===== src/rtl/bcd_countdown_timer.sv =====
// Three-digit BCD countdown timer: loads a preset number of seconds, decrements
// once per prescaled tick with borrow ripple, flags expiry and drives 7-seg outputs.
module bcd_countdown_timer #(
    parameter int unsigned TICK_DIV = 50000000
) (
    input  logic        clk,
    input  logic        reset,
    input  logic        load,
    input  logic [11:0] preset,
    input  logic        start,
    input  logic        pause,
    output logic [11:0] digits,
    output logic        running,
    output logic        expired,
    output logic        done_pulse,
    output logic [6:0]  hex0,
    output logic [6:0]  hex1,
    output logic [6:0]  hex2
);

    localparam int unsigned PW   = 26;
    localparam int unsigned DW   = 4;
    localparam int unsigned VW   = 3 * DW;
    localparam int unsigned SEGW = 7;

    typedef enum logic [1:0] {
        IDLE  = 2'd0,
        RUN   = 2'd1,
        PAUSE = 2'd2,
        DONE  = 2'd3
    } state_t;

    state_t            state_q, state_d;
    logic [VW-1:0]     digits_q, digits_d;
    logic [PW-1:0]     presc_q, presc_d;
    logic              pulse_d;
    logic              running_q, expired_q, pulse_q;
    logic [SEGW-1:0]   hex0_q, hex1_q, hex2_q;
    logic [VW-1:0]     dec_c;
    logic [VW-1:0]     preset_sat_c;

    function automatic logic [DW-1:0] sat9(input logic [DW-1:0] n);
        return (n > DW'(9)) ? DW'(9) : n;
    endfunction

    function automatic logic [SEGW-1:0] seg7(input logic [DW-1:0] n);
        logic [SEGW-1:0] s;
        case (n)
            4'd0:    s = 7'b1000000;
            4'd1:    s = 7'b1111001;
            4'd2:    s = 7'b0100100;
            4'd3:    s = 7'b0110000;
            4'd4:    s = 7'b0011001;
            4'd5:    s = 7'b0010010;
            4'd6:    s = 7'b0000010;
            4'd7:    s = 7'b1111000;
            4'd8:    s = 7'b0000000;
            4'd9:    s = 7'b0011000;
            default: s = 7'b1111111;
        endcase
        return s;
    endfunction

    // Ones borrow from tens when 0, tens borrow from hundreds when 0 and borrowed.
    function automatic logic [VW-1:0] bcd_dec(input logic [VW-1:0] v);
        logic [DW-1:0] h, t, o;
        h = v[11:8];
        t = v[7:4];
        o = v[3:0];
        if (o != DW'(0)) begin
            o = o - DW'(1);
        end else begin
            o = DW'(9);
            if (t != DW'(0)) begin
                t = t - DW'(1);
            end else begin
                t = DW'(9);
                h = h - DW'(1);
            end
        end
        return {h, t, o};
    endfunction

    assign dec_c        = bcd_dec(digits_q);
    assign preset_sat_c = {sat9(preset[11:8]), sat9(preset[7:4]), sat9(preset[3:0])};

    // Next-state logic: load dominates, then per-state pause/start/tick handling.
    always_comb begin
        state_d  = state_q;
        digits_d = digits_q;
        presc_d  = presc_q;
        pulse_d  = 1'b0;
        if (load) begin
            digits_d = preset_sat_c;
            presc_d  = '0;
            state_d  = IDLE;
        end else begin
            case (state_q)
                IDLE: begin
                    if (start) begin
                        if (digits_q != '0) begin
                            state_d = RUN;
                            presc_d = '0;
                        end else begin
                            state_d = DONE;
                            pulse_d = 1'b1;
                        end
                    end
                end
                RUN: begin
                    if (pause) begin
                        state_d = PAUSE;
                    end else if (presc_q == PW'(TICK_DIV - 1)) begin
                        presc_d  = '0;
                        digits_d = dec_c;
                        if (dec_c == '0) begin
                            state_d = DONE;
                            pulse_d = 1'b1;
                        end
                    end else begin
                        presc_d = presc_q + PW'(1);
                    end
                end
                PAUSE: begin
                    if (start && !pause) begin
                        state_d = RUN;
                    end
                end
                DONE: begin
                    state_d = DONE;
                end
                default: state_d = IDLE;
            endcase
        end
    end

    // Flags and segments are registered from the next state so they track digits.
    always_ff @(posedge clk) begin
        if (!reset) begin
            state_q   <= IDLE;
            digits_q  <= '0;
            presc_q   <= '0;
            running_q <= 1'b0;
            expired_q <= 1'b0;
            pulse_q   <= 1'b0;
            hex0_q    <= seg7(DW'(0));
            hex1_q    <= seg7(DW'(0));
            hex2_q    <= seg7(DW'(0));
        end else begin
            state_q   <= state_d;
            digits_q  <= digits_d;
            presc_q   <= presc_d;
            running_q <= (state_d == RUN);
            expired_q <= (state_d == DONE);
            pulse_q   <= pulse_d;
            hex0_q    <= seg7(digits_d[3:0]);
            hex1_q    <= seg7(digits_d[7:4]);
            hex2_q    <= seg7(digits_d[11:8]);
        end
    end

    assign digits     = digits_q;
    assign running    = running_q;
    assign expired    = expired_q;
    assign done_pulse = pulse_q;
    assign hex0       = hex0_q;
    assign hex1       = hex1_q;
    assign hex2       = hex2_q;

endmodule


===== config.mk =====
export PLATFORM = sky130hd
export DESIGN_NAME = bcd_countdown_timer
export DESIGN_NICKNAME = d
export VERILOG_FILES = /design/src/rtl/bcd_countdown_timer.sv
export SDC_FILE = /design/constraint.sdc
export NUM_CORES = 1
export LEC_CHECK = 0
export ABC_AREA = 1
export CAP_MARGIN = 20
export CORE_ASPECT_RATIO = 1.2
export CORE_UTILIZATION = 35
export CTS_BUF_LIST = sky130_fd_sc_hd__clkbuf_8
export DETAILED_ROUTE_END_ITERATION = 6
export GPL_TIMING_DRIVEN = 0
export PLACE_DENSITY = 0.63
export SKIP_CTS_REPAIR_TIMING = 1
export SYNTH_ARGS = -nofsm -noshare
export SYNTH_HDL_FRONTEND = slang
export SYNTH_SLANG_ARGS = --single-unit

===== constraint.sdc =====
create_clock -name clk -period 3 [get_ports clk]
set_input_delay 0.6 -clock clk [delete_from_list [all_inputs] [get_ports clk]]
set_output_delay 0.6 -clock clk [all_outputs]
set_load 0.01 [all_outputs]

# ---- Word level (Yosys, flattened, before mapping)
# Memories as Yosys holds them, arrays and structs flattened. A register that Yosys moved wholly into a read port is not among the register bits.
# Cells that the tools add are included.
dict set report totals {
  ff_bits 43
  mem_bits_ro 336
  inputBits 17
  output_inout_bits 36
  memories 3
}
dict set report classes {
  addsub 4
  order_cmp 3
  eq_ne 9
  muxes 31
  bitwise_logic 1
  reduce_logical 13
}
# name words word_bits read_ports rd_clocked_by_memory_dff write_ports line
set mem_list {}
lappend mem_list {{(no name shown)} 16 7 1 1 0 48} ;# case (n)
lappend mem_list {{(no name shown)} 16 7 1 1 0 48}
lappend mem_list {{(no name shown)} 16 7 1 1 0 48}
# op n
set ops {}
lappend ops {{26-bit 2-to-1 mux} 4}
lappend ops {{26-bit one-hot mux with 2 select lines} 1}
lappend ops {{12-bit 2-to-1 mux} 4}
lappend ops {{4-bit 2-to-1 mux} 8}
lappend ops {{26-bit by 1-bit adder with 26-bit output (second input constant)} 1}
lappend ops {{26-bit equality test (second input constant)} 1}
lappend ops {{2-bit 2-to-1 mux} 7}
lappend ops {{4-bit greater-than comparator (second input constant)} 3}
lappend ops {{12-bit logical NOT} 1}
lappend ops {{12-bit nonzero test} 1}
lappend ops {{4-bit by 1-bit subtractor with 4-bit output (second input constant)} 3}
lappend ops {{2-bit one-hot mux with 4 select lines} 1}
lappend ops {{4-bit nonzero test} 2}
lappend ops {{2-bit equality test (second input constant)} 3}
lappend ops {{2-bit != test (second input constant)} 3}
lappend ops {{1-bit 2-to-1 mux} 5}
lappend ops {{2-bit by 1-bit equality test with 1-bit output (second input constant)} 2}
lappend ops {{1-bit logical NOT} 4}
lappend ops {{4-bit AND reduction} 1}
lappend ops {{2-bit logical NOT} 1}
lappend ops {{1-bit one-hot mux with 2 select lines} 1}
lappend ops {{2-bit nonzero test} 1}
lappend ops {{2-bit OR reduction} 1}
lappend ops {{1-bit logical AND} 1}
lappend ops {{1-bit NOT} 1}

# ---- Logic depth before layout (Yosys ltp)
# Gate-level depths: netlist of the first run.
dict set report logic_depth {
  ltp_word 10
  depth_mapped 16
  ltp_nobuf 16
}

# ---- Worst setup path after synthesis of the first run
# Ideal clock, no wire load.
dict set report synth_path {
  kind {register to register}
  from {register presc_q[0]}
  to {register hex2_q[0], in the netlist hex2[0]}
  setup_time_ps 134
  arrival_time_ps 2058
  setup_slack_ps 808
  stages_incl_launch_ff 16
  path_buffers 1
  synth_period_minus_slack_ps 2192
  path_cell_list {dfxtp_1 ha_1 nand2_1 nor2_4 nand2_2 nor2_4 nand4_4 buf_6 nand2_1 nand3_1 nand2_1 inv_1 ha_1 nand3b_1 nand3_1 a21oi_1}
}
dict set report synth_between {
  elab_chain_cells 5
}
# item line
set synth_rtl {}
lappend synth_rtl {{start: declaration} 35} ;# logic [PW-1:0] presc_q, presc_d;
lappend synth_rtl {{start signal: assignment} 152} ;# presc_q <= presc_d;
lappend synth_rtl {{26-bit equality test} 113} ;# end else if (presc_q == PW'(TICK_DIV - 1)) begin
lappend synth_rtl {{12-bit 2-to-1 mux} 113}
lappend synth_rtl {{12-bit 2-to-1 mux} 111} ;# if (pause) begin
lappend synth_rtl {{12-bit 2-to-1 mux} 98} ;# case (state_q)
lappend synth_rtl {{12-bit 2-to-1 mux} 93} ;# if (load) begin
lappend synth_rtl {{named net digits_d[9]} 34} ;# logic [VW-1:0] digits_q, digits_d;
lappend synth_rtl {{end: declaration} 38} ;# logic [SEGW-1:0] hex0_q, hex1_q, hex2_q;
# The timed path passes the listed nets, and every way through them passes these cells.
# A chain may end at the register's enable or synchronous reset.

# ---- Worst setup path after layout of the first run
dict set report layout_path {
  from {input port reset}
  to {register presc_q[23]}
}
dict set report layout_between {
  elab_chain_cells 2
}
# item line
set layout_rtl {}
lappend layout_rtl {{start: declaration} 7} ;# input logic reset,
lappend layout_rtl {{1-bit NOT (no source line)} -}
lappend layout_rtl {{2-bit OR reduction (no source line)} -}
# Every way passes these cells.

==> results of run 1 <==
## placed cells by master (no fill, tap or decap), types with 5 or more instances in the layout
cell type        netlist  routed
a21oi_1               33      33
clkbuf_8               0      10
clkdlybuf4s50_1        0      51
clkinv_2               3       7
dfxtp_1               64      64
ha_1                  21      21
inv_1                 54      54
inv_2                 16      16
nand2_1              121     121
nand2_2               12      12
nand2_4                5       5
nand3_1               54      54
nand3_2                7       7
nand3b_1               5       5
nand4_1                7       7
nor2_1                62      62
nor2_4                 6       6
nor3_1                16      16
o21ai_0               17      17
xor2_1                 6       6
## worst max path at each step
stage                                        from                  endpoint  slack, ns  cells after the start
final                                       reset  presc_q[23]$_SDFFE_PP0P_       0.37                      8
after global routing      presc_q[0]$_SDFFE_PP0P_        hex2[3]$_SDFF_PN0_       0.21                     15
after detailed placement                    reset  presc_q[23]$_SDFFE_PP0P_       0.04                      8
after floorplan           presc_q[0]$_SDFFE_PP0P_        hex2[0]$_SDFF_PN0_       0.81                     15
after global placement                      reset  presc_q[23]$_SDFFE_PP0P_       0.09                      8
after CTS                 presc_q[0]$_SDFFE_PP0P_        hex2[0]$_SDFF_PN0_       0.41                     15
## registers in the layout (all words and copies together) (netlist names)
name        count
hex2            7
hex1            7
running         1
state_q         2
presc_q        26
digits         12
done_pulse      1
expired         1
hex0            7
## routing by layer
| layer | vias to the layer above | global-route usage, % | part of all wire, % |
|---|---|---|---|
| met3 | 23 | 3.86 | 4.0 |
| met5 | - | 0 | 0 |
| met4 | 0 | 9.51 | 3.0 |
| met1 | 1688 | 20.5 | 44 |
| li1 | 1925 | - | - |
| met2 | 80 | 30.6 | 49 |
## power by group
| part | internal [mW] | total [mW] | switching, mW | leakage (nW) |
|---|---|---|---|---|
| Combinational | 0.180 | 0.444 | 0.264 | 1.33 |
| Clock | 0.402 | 0.747 | 0.345 | 0.106 |
| Sequential | 0.888 | 0.908 | 0.0206 | 0.523 |
| Total | 1.47 | 2.10 | 0.630 | 1.96 |
## cell families (layout without fill, tap and decap cells)
kind of cell,count (synthesis),count (layout),synth area share [%]
and+or+nand+nor,308,308,38.2
buffers and inverters,84,151,9.10
AOI/OAI and AO/OA,73,73,11.7
DFF,64,64,32.9
adders and majority gates,21,21,6.75
xor gates and xnor gates,6,6,1.35
## cell type report
type                    count  share of cell area (%)
well taps                 129                    3.39
flip-flops and latches     64                    26.9
clock buffers              10                    2.89
clock inverters             6                    1.24
plain buffers               8                    1.16
multi-input cells         408                    47.4
inverters                  76                    6.28
repair buffers             51                    10.7
## worst max-delay path: stages
cell and delay, ns:
clkdlybuf4s50_1 0.64, inv_1 0.14, nor2_1 0.56, inv_1 0.24, a21oi_4 0.31, inv_2 0.15, a21oi_1 0.14, o21a_1 0.12
## metrics by stage
stage                     instance area (sq um)  utilization, %  hold slack, ns  worst slack, ns  power [mW]
after floorplan                            3890               -           0.437            0.808        1.21
after global placement                     4560            42.8           0.448           0.0942        1.37
after detailed placement                   4560            42.8           0.457           0.0359        1.37
after CTS                                  4760            44.6           0.469            0.409        2.13
after global routing                       4760            44.6           0.486            0.208        2.22
final                                      4760            44.6           0.465            0.368        2.10
==> qor.txt, run 1 <==
status - complete, no violations
post-DR vias/cell - 4.94
Hold Crit Start - presc_q[2]$_SDFFE_PP0P_
syn_area_per_cell - 7.00 sq um
yosys warns - 0
I/O Pins - 53
Clock Pin Slew Worst Setup and Hold Paths - 0.07 ns
routed vias - 3716
clock tree buffer depth - 2
placed instance count - 736
Mapped Nets - 594
WP data required - 3.29 ns
initial antenna violation count - 0
WL per Instance - 13.2 microns
vias in the first global route - 3651
die area - 11500 sq um
Num Clock Sinks - 64
WP data arrival - 2.92 ns
gpl congestion - 0.909
post-synth top area cell - dfxtp_1
Post-synth EDFFs - 0
Hold Crit Endpoint - presc_q[2]$_SDFFE_PP0P_
Worst Hold Class - reg2reg
share of layout cells above drive strength 1 - 14.4%
unrepaired setup endpoints after global routing - no
CORE AREA - 10700 sq um
hold path cells - 2
First-pass DRT Iterations - 6
period utilization - 87.7%
Clock Root Buffer - clkbuf_8
Max H-tree Level - 3
area grow syn2layout - 22.3%
Least-Margin Pin Slew - 0.706 ns
top cell type's share of synthesized area - 32.9%
Worst Path Max Fanout - 9
initial core utilization - 36.5%
most frequent cells after synthesis - nand2_1 (121), dfxtp_1 (64), nor2_1 (62)
DRC - 0
Reg area - 1280 sq um
Slew HR - 52.8%
r2r endpoint - hex2[0]$_SDFF_PN0_
drt initial violations - 131
Final setup viols - 0
FILL cells - 1134
Remaining Overflow, GRT - 0
largest net degree at the start of global routing - 12
antenna-violating nets left - 0
drt total wl - 9930 microns
RR Startpoint - presc_q[0]$_SDFFE_PP0P_
Startpoint Class - input pin
CTS tree - built
leakage - 1.96 nW
sequential share of the synthesized area - 32.9%
Die H - 118 microns
Post-synth ARST share - 0%
worst ir drop on vdd - 0.248 mV
Final Hold Violating Endpoints - 0
area occupied by multi-input gates - 2260 sq um
min Tclk post-route - 2.63 ns
fmax - 0.380 GHz
Mapped Cells - 556
CP endpoint kind - flop
clock skew - 0.0112 ns
die width - 98.3 microns
Non-Filler Instances - 752
top-count cell post-synth - nand2_1
mapped cell area - 3890 sq um
Worst-Skew Late Latency - 0.35 ns
kind of critical path - in2reg
Synth Flop Type - dfxtp_1
Final nets - 656
first-pass GRT wire length - 16500 microns
Rows - 41
Slew Viols, Final - 0
max_cap viols - 0
total CTS buffers - 9
pwr dens - 441 nW/um^2
Total GRT Usage - 17.8%
Area contributors post-synth - dfxtp_1 (33%), nand2_1 (12%), nand3_1 (6.9%), ha_1 (6.8%), nor2_1 (6.0%)
detailed placer's ending HPWL - 7710 microns
Synth cell types - 41
number of port buffers - 51
# diodes - 0
R2R cell count - 15
Final TNS setup - 0 ns
Synth Register Bits - 64
Worst R2R Setup Slack - 0.43 ns
Power figures use the tool's default switching activity.
==> run 2: changes to the inputs <==
SKIP_CTS_REPAIR_TIMING = default   (was 1)
==> results of run 2 <==
Same layout as run 1: the final DEF is identical, and so are final timing and power.
